## src/rtl/bram_stream_reader.sv

```systemverilog
// Read engine for the 36x512 simple dual-port line buffer: takes (addr, len) commands, drives the
// buffer read port and returns words as a valid/ready stream. Define BRAM_STREAM_READER_ABORT_EN for the abort port.
module bram_stream_reader #(
  parameter int DW = 36,
  parameter int AW = 9
) (
  input  logic          clk,
  input  logic          reset,
  input  logic          cmd_valid,
  output logic          cmd_ready,
  input  logic [AW-1:0] cmd_addr,
  input  logic [AW-1:0] cmd_len,
`ifdef BRAM_STREAM_READER_ABORT_EN
  input  logic          abort,
`endif
  output logic          rd_ce,
  output logic          rd_oce,
  output logic [AW-1:0] rd_addr,
  input  logic [DW-1:0] rd_data,
  output logic          out_valid,
  input  logic          out_ready,
  output logic [DW-1:0] out_data,
  output logic          out_last,
  output logic          busy,
  output logic          done
);

  typedef enum logic [1:0] {
    S_IDLE,
    S_RUN,
    S_DRAIN
  } state_e;

  state_e        state_q, state_d;
  logic [AW-1:0] rd_addr_q;
  logic [AW:0]   remaining_q;
  logic          inflight_q;
  logic          inflight_last_q;
  logic [1:0]    fifo_cnt_q;
  logic          wr_ptr_q;
  logic          rd_ptr_q;
  logic [DW:0]   fifo_mem_q [2];
  logic          done_q;

  logic          accept;
  logic          push;
  logic          pop;
  logic          head_last;
  logic [DW:0]   head;
  logic          last_issue;
  logic          abort_act;
  logic          credit_ok;
  logic [1:0]    occupancy;
  logic [1:0]    occupancy_after_pop;

`ifdef BRAM_STREAM_READER_ABORT_EN
  assign abort_act = abort && (state_q != S_IDLE);
`else
  assign abort_act = 1'b0;
`endif

  // FIFO head and stream side
  assign head      = fifo_mem_q[rd_ptr_q];
  assign head_last = head[DW];
  assign out_valid = (fifo_cnt_q != 2'd0);
  assign out_data  = head[DW-1:0];
  assign out_last  = out_valid && head_last;
  assign push      = inflight_q;
  assign pop       = out_valid && out_ready;

  // Credit counts the slot freed by a same-cycle pop so a steady one-word-per-clock flow never stalls.
  assign occupancy           = fifo_cnt_q + {1'b0, inflight_q};
  assign occupancy_after_pop = occupancy - {1'b0, pop};
  assign credit_ok           = (occupancy_after_pop < 2'd2);

  assign accept     = cmd_valid && cmd_ready;
  assign last_issue = rd_ce && (remaining_q == (AW+1)'(1));

  assign rd_oce  = 1'b1;
  assign rd_addr = rd_addr_q;
  assign done    = done_q;

  // State register
  always_ff @(posedge clk) begin
    if (reset) begin
      state_q <= S_IDLE;
    end else begin
      state_q <= state_d;
    end
  end

  // Next-state logic
  always_comb begin
    // NOTE: default assignment first so every path drives state_d and no latch is inferred.
    state_d = state_q;
    case (state_q)
      S_IDLE:  if (accept)             state_d = S_RUN;
      S_RUN:   if (last_issue)         state_d = S_DRAIN;
      S_DRAIN: if (pop && head_last)   state_d = S_IDLE;
      default:                         state_d = S_IDLE;
    endcase
    if (abort_act) begin
      state_d = S_IDLE;
    end
  end

  // Output logic
  always_comb begin
    cmd_ready = 1'b0;
    rd_ce     = 1'b0;
    busy      = 1'b1;
    case (state_q)
      S_IDLE: begin
        cmd_ready = !reset;
        busy      = 1'b0;
      end
      S_RUN:   rd_ce = credit_ok && !abort_act && !reset;
      S_DRAIN: rd_ce = 1'b0;
      default: busy  = 1'b0;
    endcase
  end

  // Read issue, in-flight tracking and FIFO bookkeeping
  always_ff @(posedge clk) begin
    if (reset) begin
      rd_addr_q       <= '0;
      remaining_q     <= '0;
      inflight_q      <= 1'b0;
      inflight_last_q <= 1'b0;
      fifo_cnt_q      <= 2'd0;
      wr_ptr_q        <= 1'b0;
      rd_ptr_q        <= 1'b0;
      done_q          <= 1'b0;
    end else begin
      done_q <= ((state_q == S_DRAIN) && pop && head_last) || abort_act;

      if (accept) begin
        rd_addr_q   <= cmd_addr;
        remaining_q <= {1'b0, cmd_len} + (AW+1)'(1);
      end else if (rd_ce) begin
        rd_addr_q   <= rd_addr_q + AW'(1);
        remaining_q <= remaining_q - (AW+1)'(1);
      end

      inflight_q      <= rd_ce;
      inflight_last_q <= last_issue;

      if (abort_act) begin
        fifo_cnt_q <= 2'd0;
        wr_ptr_q   <= 1'b0;
        rd_ptr_q   <= 1'b0;
      end else begin
        if (push) wr_ptr_q <= ~wr_ptr_q;
        if (pop)  rd_ptr_q <= ~rd_ptr_q;
        case ({push, pop})
          2'b10:   fifo_cnt_q <= fifo_cnt_q + 2'd1;
          2'b01:   fifo_cnt_q <= fifo_cnt_q - 2'd1;
          default: fifo_cnt_q <= fifo_cnt_q;
        endcase
      end
    end
  end

  // NOTE: FIFO storage carries no reset; fifo_cnt_q alone decides what is valid.
  always_ff @(posedge clk) begin
    if (push) begin
      fifo_mem_q[wr_ptr_q] <= {inflight_last_q, rd_data};
    end
  end

endmodule

```

## config.mk

```make
export PLATFORM = sky130hd
export DESIGN_NAME = bram_stream_reader
export DESIGN_NICKNAME = d
export VERILOG_FILES = /design/src/rtl/bram_stream_reader.sv
export SDC_FILE = /design/constraint.sdc
export NUM_CORES = 1
export LEC_CHECK = 0
export ABC_CLOCK_PERIOD_IN_PS = 5090
export BUFFER_PORTS_ARGS = -buffer_cell sky130_fd_sc_hd__buf_4
export CAP_MARGIN = 20
export CORE_ASPECT_RATIO = 1.2
export CORE_UTILIZATION = 55
export DETAILED_ROUTE_END_ITERATION = 12
export PLACE_DENSITY = 0.82
export SLEW_MARGIN = 20
export SYNTH_ARGS = -nofsm -noshare
export SYNTH_HDL_FRONTEND = slang
export SYNTH_SLANG_ARGS = --single-unit
```

## constraint.sdc

```tcl
create_clock -name clk -period 5.09 [get_ports clk]
set_input_delay 0.509 -clock clk [delete_from_list [all_inputs] [get_ports clk]]
set_output_delay 0.509 -clock clk [all_outputs]
set_load 0.005 [all_outputs]
```

==> summary.md <==
| Metric | Value |
|---|---|
| Status | complete, no violations |
| Final hold violation count | 0 |
| # IOs | 110 |
| YS warnings | 0 |
| WP data required | 4.58 ns |
| Crit Path Class | flop to output pin |
| Ys flop type | edfxtp_1 |
| Clk root buf | clkbuf_8 |
| Core Rows | 35 |
| RSZ-0062 raised after global routing | no |
| Setup Viol. Count Final | 0 |
| Hold_ws | 0.326 ns |
| Synth Register Bits | 103 |
| TNS Setup | 0 ns |
| Netlist cell types | 43 |
| First-pass GRT wire length | 13,600 um |
| CTS tree | built |
| Gate Count Post-Synth | 322 |
| Clock Pin Slew Worst Setup and Hold Paths | 0.10 ns |
| Detailed Route Iter0 Violations | 120 |
| TritonCTS buffer count | 9 |
| Via density | 5.48 |
| Number of gates resized after cts | 0 |
| Routed vias | 2,878 |
| Post-CTS Setup Bufs | 0 |
| H-tree depth | 3 |
| TritonRoute pass-1 iters | 4 |
| Register area share after synthesis | 64.9% |
| Post-route antenna net violation count | 0 |
| Die Area | 8210 sq um |
| Nature of the critical path endpoint | output pin |
| PD cells | 318 nW/um^2 |
| Chip width | 82.9 um |
| Setup Skew | 0.0118 ns |
| Critical Path Source Type | flop |
| Initial core utilization | 56.6% |
| Die height | 99.0 um |
| Post-synth EDFFs | 74 |
| Leak pwr | 2.00 nW |
| Slowest-stage cell, CP | o21ai_1 |
| Crit-path max cell delay | 0.70 ns |
| Antenna cell count | 0 |
| Peak VDD IR | 0.000189 V |
| RD Place Congestion | 0.801 |
| FF+latch area | 2800 sq um |
| Area of the mapped netlist | 4320 sq um |
| Initial antenna violation count | 0 |
| Nets | 493 |
| Number of global-route vias before repair | 2,837 |
| Port buffer count | 108 |
| Layout fillers | 573 |
| Clock Sinks | 103 |
| Later-pin clock latency in the skew report | 0.36 ns |
| Post-DP HPWL | 5810 um |
| Core area | 7620 sq um |
| Gr ovfl total | 0 |
| Critical Path AT | 2.40 ns |
| Slew @ Worst Pin | 1.02 ns |
| Synthesized net count | 387 |
| Final WL | 8280 um |
| Pin count of the biggest net entering global routing | 38 |
| Ratio of cells with drive above 1 in the final layout | 38.1% |
| Max frequency | 344 MHz |
| Syn_area_per_cell | 13.4 sq um |
| DRC Markers | 0 |
| Tmin final | 2.91 ns |
| # hold bufs at CTS | 0 |
| Maximum clock insertion buffer count | 2 |
| Area grow syn2layout | 24.7% |
| Worst path cell trace | nor2b_1, o21ai_1, or2_1, clkinv_1, buf_4 |
| Total Routing Usage GR | 21.0% |
| Area taken by multi-input logic gates | 1420 sq um |
| Ys async rst share | 0% |
| Slew headroom | 31.8% |
| Max-cap viol count | 0 |
| DR WL/cell | 15.8 um |
| Max Transition Viols Final | 0 |
| Worst R2R Setup Slack | 2.73 ns |
| Final period utilization | 57.2% |
| Hold Crit Class | input pin to flop |
| Worst Path Max Fanout | 13 |
[cell usage after synthesis, types with 2 or more instances]
master	number	area [sq um]
mux2_2	36	405
nor2_1	14	52.6
and2_1	3	18.8
clkbuf_1	11	41.3
edfxtp_1	74	2220
or4_1	3	22.5
nand2_1	15	56.3
xnor2_1	20	175
o21ai_0	20	100
nor4_1	5	31.3
ha_1	7	87.6
mux2i_1	2	20.0
nor3_1	9	45.0
and4_1	2	17.5
nand4_1	2	12.5
a311oi_1	2	17.5
nor2b_1	3	18.8
a21oi_1	15	75.1
inv_1	13	48.8
dfxtp_1	29	581
xor2_1	4	35.0
nand3_1	7	35.0
a31oi_1	2	12.5
or3_1	4	25.0
nor4b_1	2	17.5
[registers in the layout (all words and copies together), names as in the netlist, 2 cells and up, named ones only]
| register | cells |
|---|---|
| state_q | 2 |
| fifo_cnt_q | 2 |
| remaining_q | 10 |
| fifo_mem_q | 74 |
| rd_addr | 9 |
[report_power, final]
part | total [mW] | leakage [nW] | internal, mW | switching [mW]
clock network | 0.469 | 0.0865 | 0.186 | 0.282
logic | 0.257 | 1.01 | 0.140 | 0.117
registers | 0.986 | 0.908 | 0.950 | 0.0361
[final timing paths]
kind,cells past startpoint,from,to
worst max-delay path,5,inflight_q,rd_ce
worst min-delay path,1,rd_data[2],fifo_mem_q[1][2]
worst max register to register,6,inflight_q,remaining_q[1]
worst min register to register,0,inflight_last_q,fifo_mem_q[1][36]
[cell type report]
type / instances / area share (%)
timing repair buffer: 108 / 15.1
clock inverter: 6 / 1.02
inverter: 14 / 0.977
tap: 92 / 2.14
sequential: 103 / 52.1
multi-input combinational: 192 / 26.3
clock buffer: 10 / 2.37
[cell usage in the layout (no fill, tap or decap), types with 3 or more instances in the layout]
cell / netlist / layout
clkbuf_8: 0 / 9
or3_1: 4 / 4
inv_1: 13 / 13
nor2_1: 14 / 14
dfxtp_1: 29 / 28
o21ai_0: 20 / 20
nor4_1: 5 / 5
nor3_1: 9 / 9
ha_1: 7 / 7
or4_1: 3 / 3
nand3_1: 7 / 7
buf_4: 1 / 108
xnor2_1: 20 / 20
nand2_1: 15 / 15
edfxtp_1: 74 / 74
mux2_2: 36 / 36
xor2_1: 4 / 4
a21oi_1: 15 / 15
[logic make-up (layout without fill, tap and decap cells)]
| kind of cell | count (synthesis) | in the layout | share of synthesized area, % |
|---|---|---|---|
| buf+inv | 27 | 138 | 2.46 |
| other cells | 1 | 1 | 0.0869 |
| flops | 103 | 103 | 64.9 |
| fa+ha+maj | 7 | 7 | 2.03 |
| mux | 38 | 38 | 9.86 |
| simple gates | 74 | 74 | 9.22 |
| xor+xnor | 24 | 24 | 4.87 |
| compound gates | 48 | 48 | 6.52 |
[layer usage]
metal  global-route usage (%)  wire (um)  vias to the layer above
li1                         -          -                     1402
met1                     26.2       3490                     1369
met2                     35.9       4260                       95
met3                     4.61        429                       12
met4                     8.09        102                        0
met5                        0          0                        -
[worst max-delay path, delay by kind of cell, from the launching register on]
kind            cells  cell delay (ns)
compound gates      1             0.70
flops               1             0.39
buf+inv             2             0.44
simple gates        2             0.52
[stage by stage]
stage / total power, mW / util [%] / instance area [sq um] / std cells / worst slack (ns)
2_1_floorplan: 1.13 / - / 4320 / 322 / 2.54
3_3_place_gp: 1.25 / 68.2 / 5200 / 509 / 2.56
3_5_place_dp: 1.26 / 68.2 / 5200 / 509 / 2.45
4_1_cts: 1.72 / 70.6 / 5380 / 525 / 2.19
5_1_grt: 1.79 / 70.6 / 5380 / 525 / 1.94
6_report: 1.71 / 70.6 / 5380 / 525 / 2.18
Power figures use the tool's default switching activity.
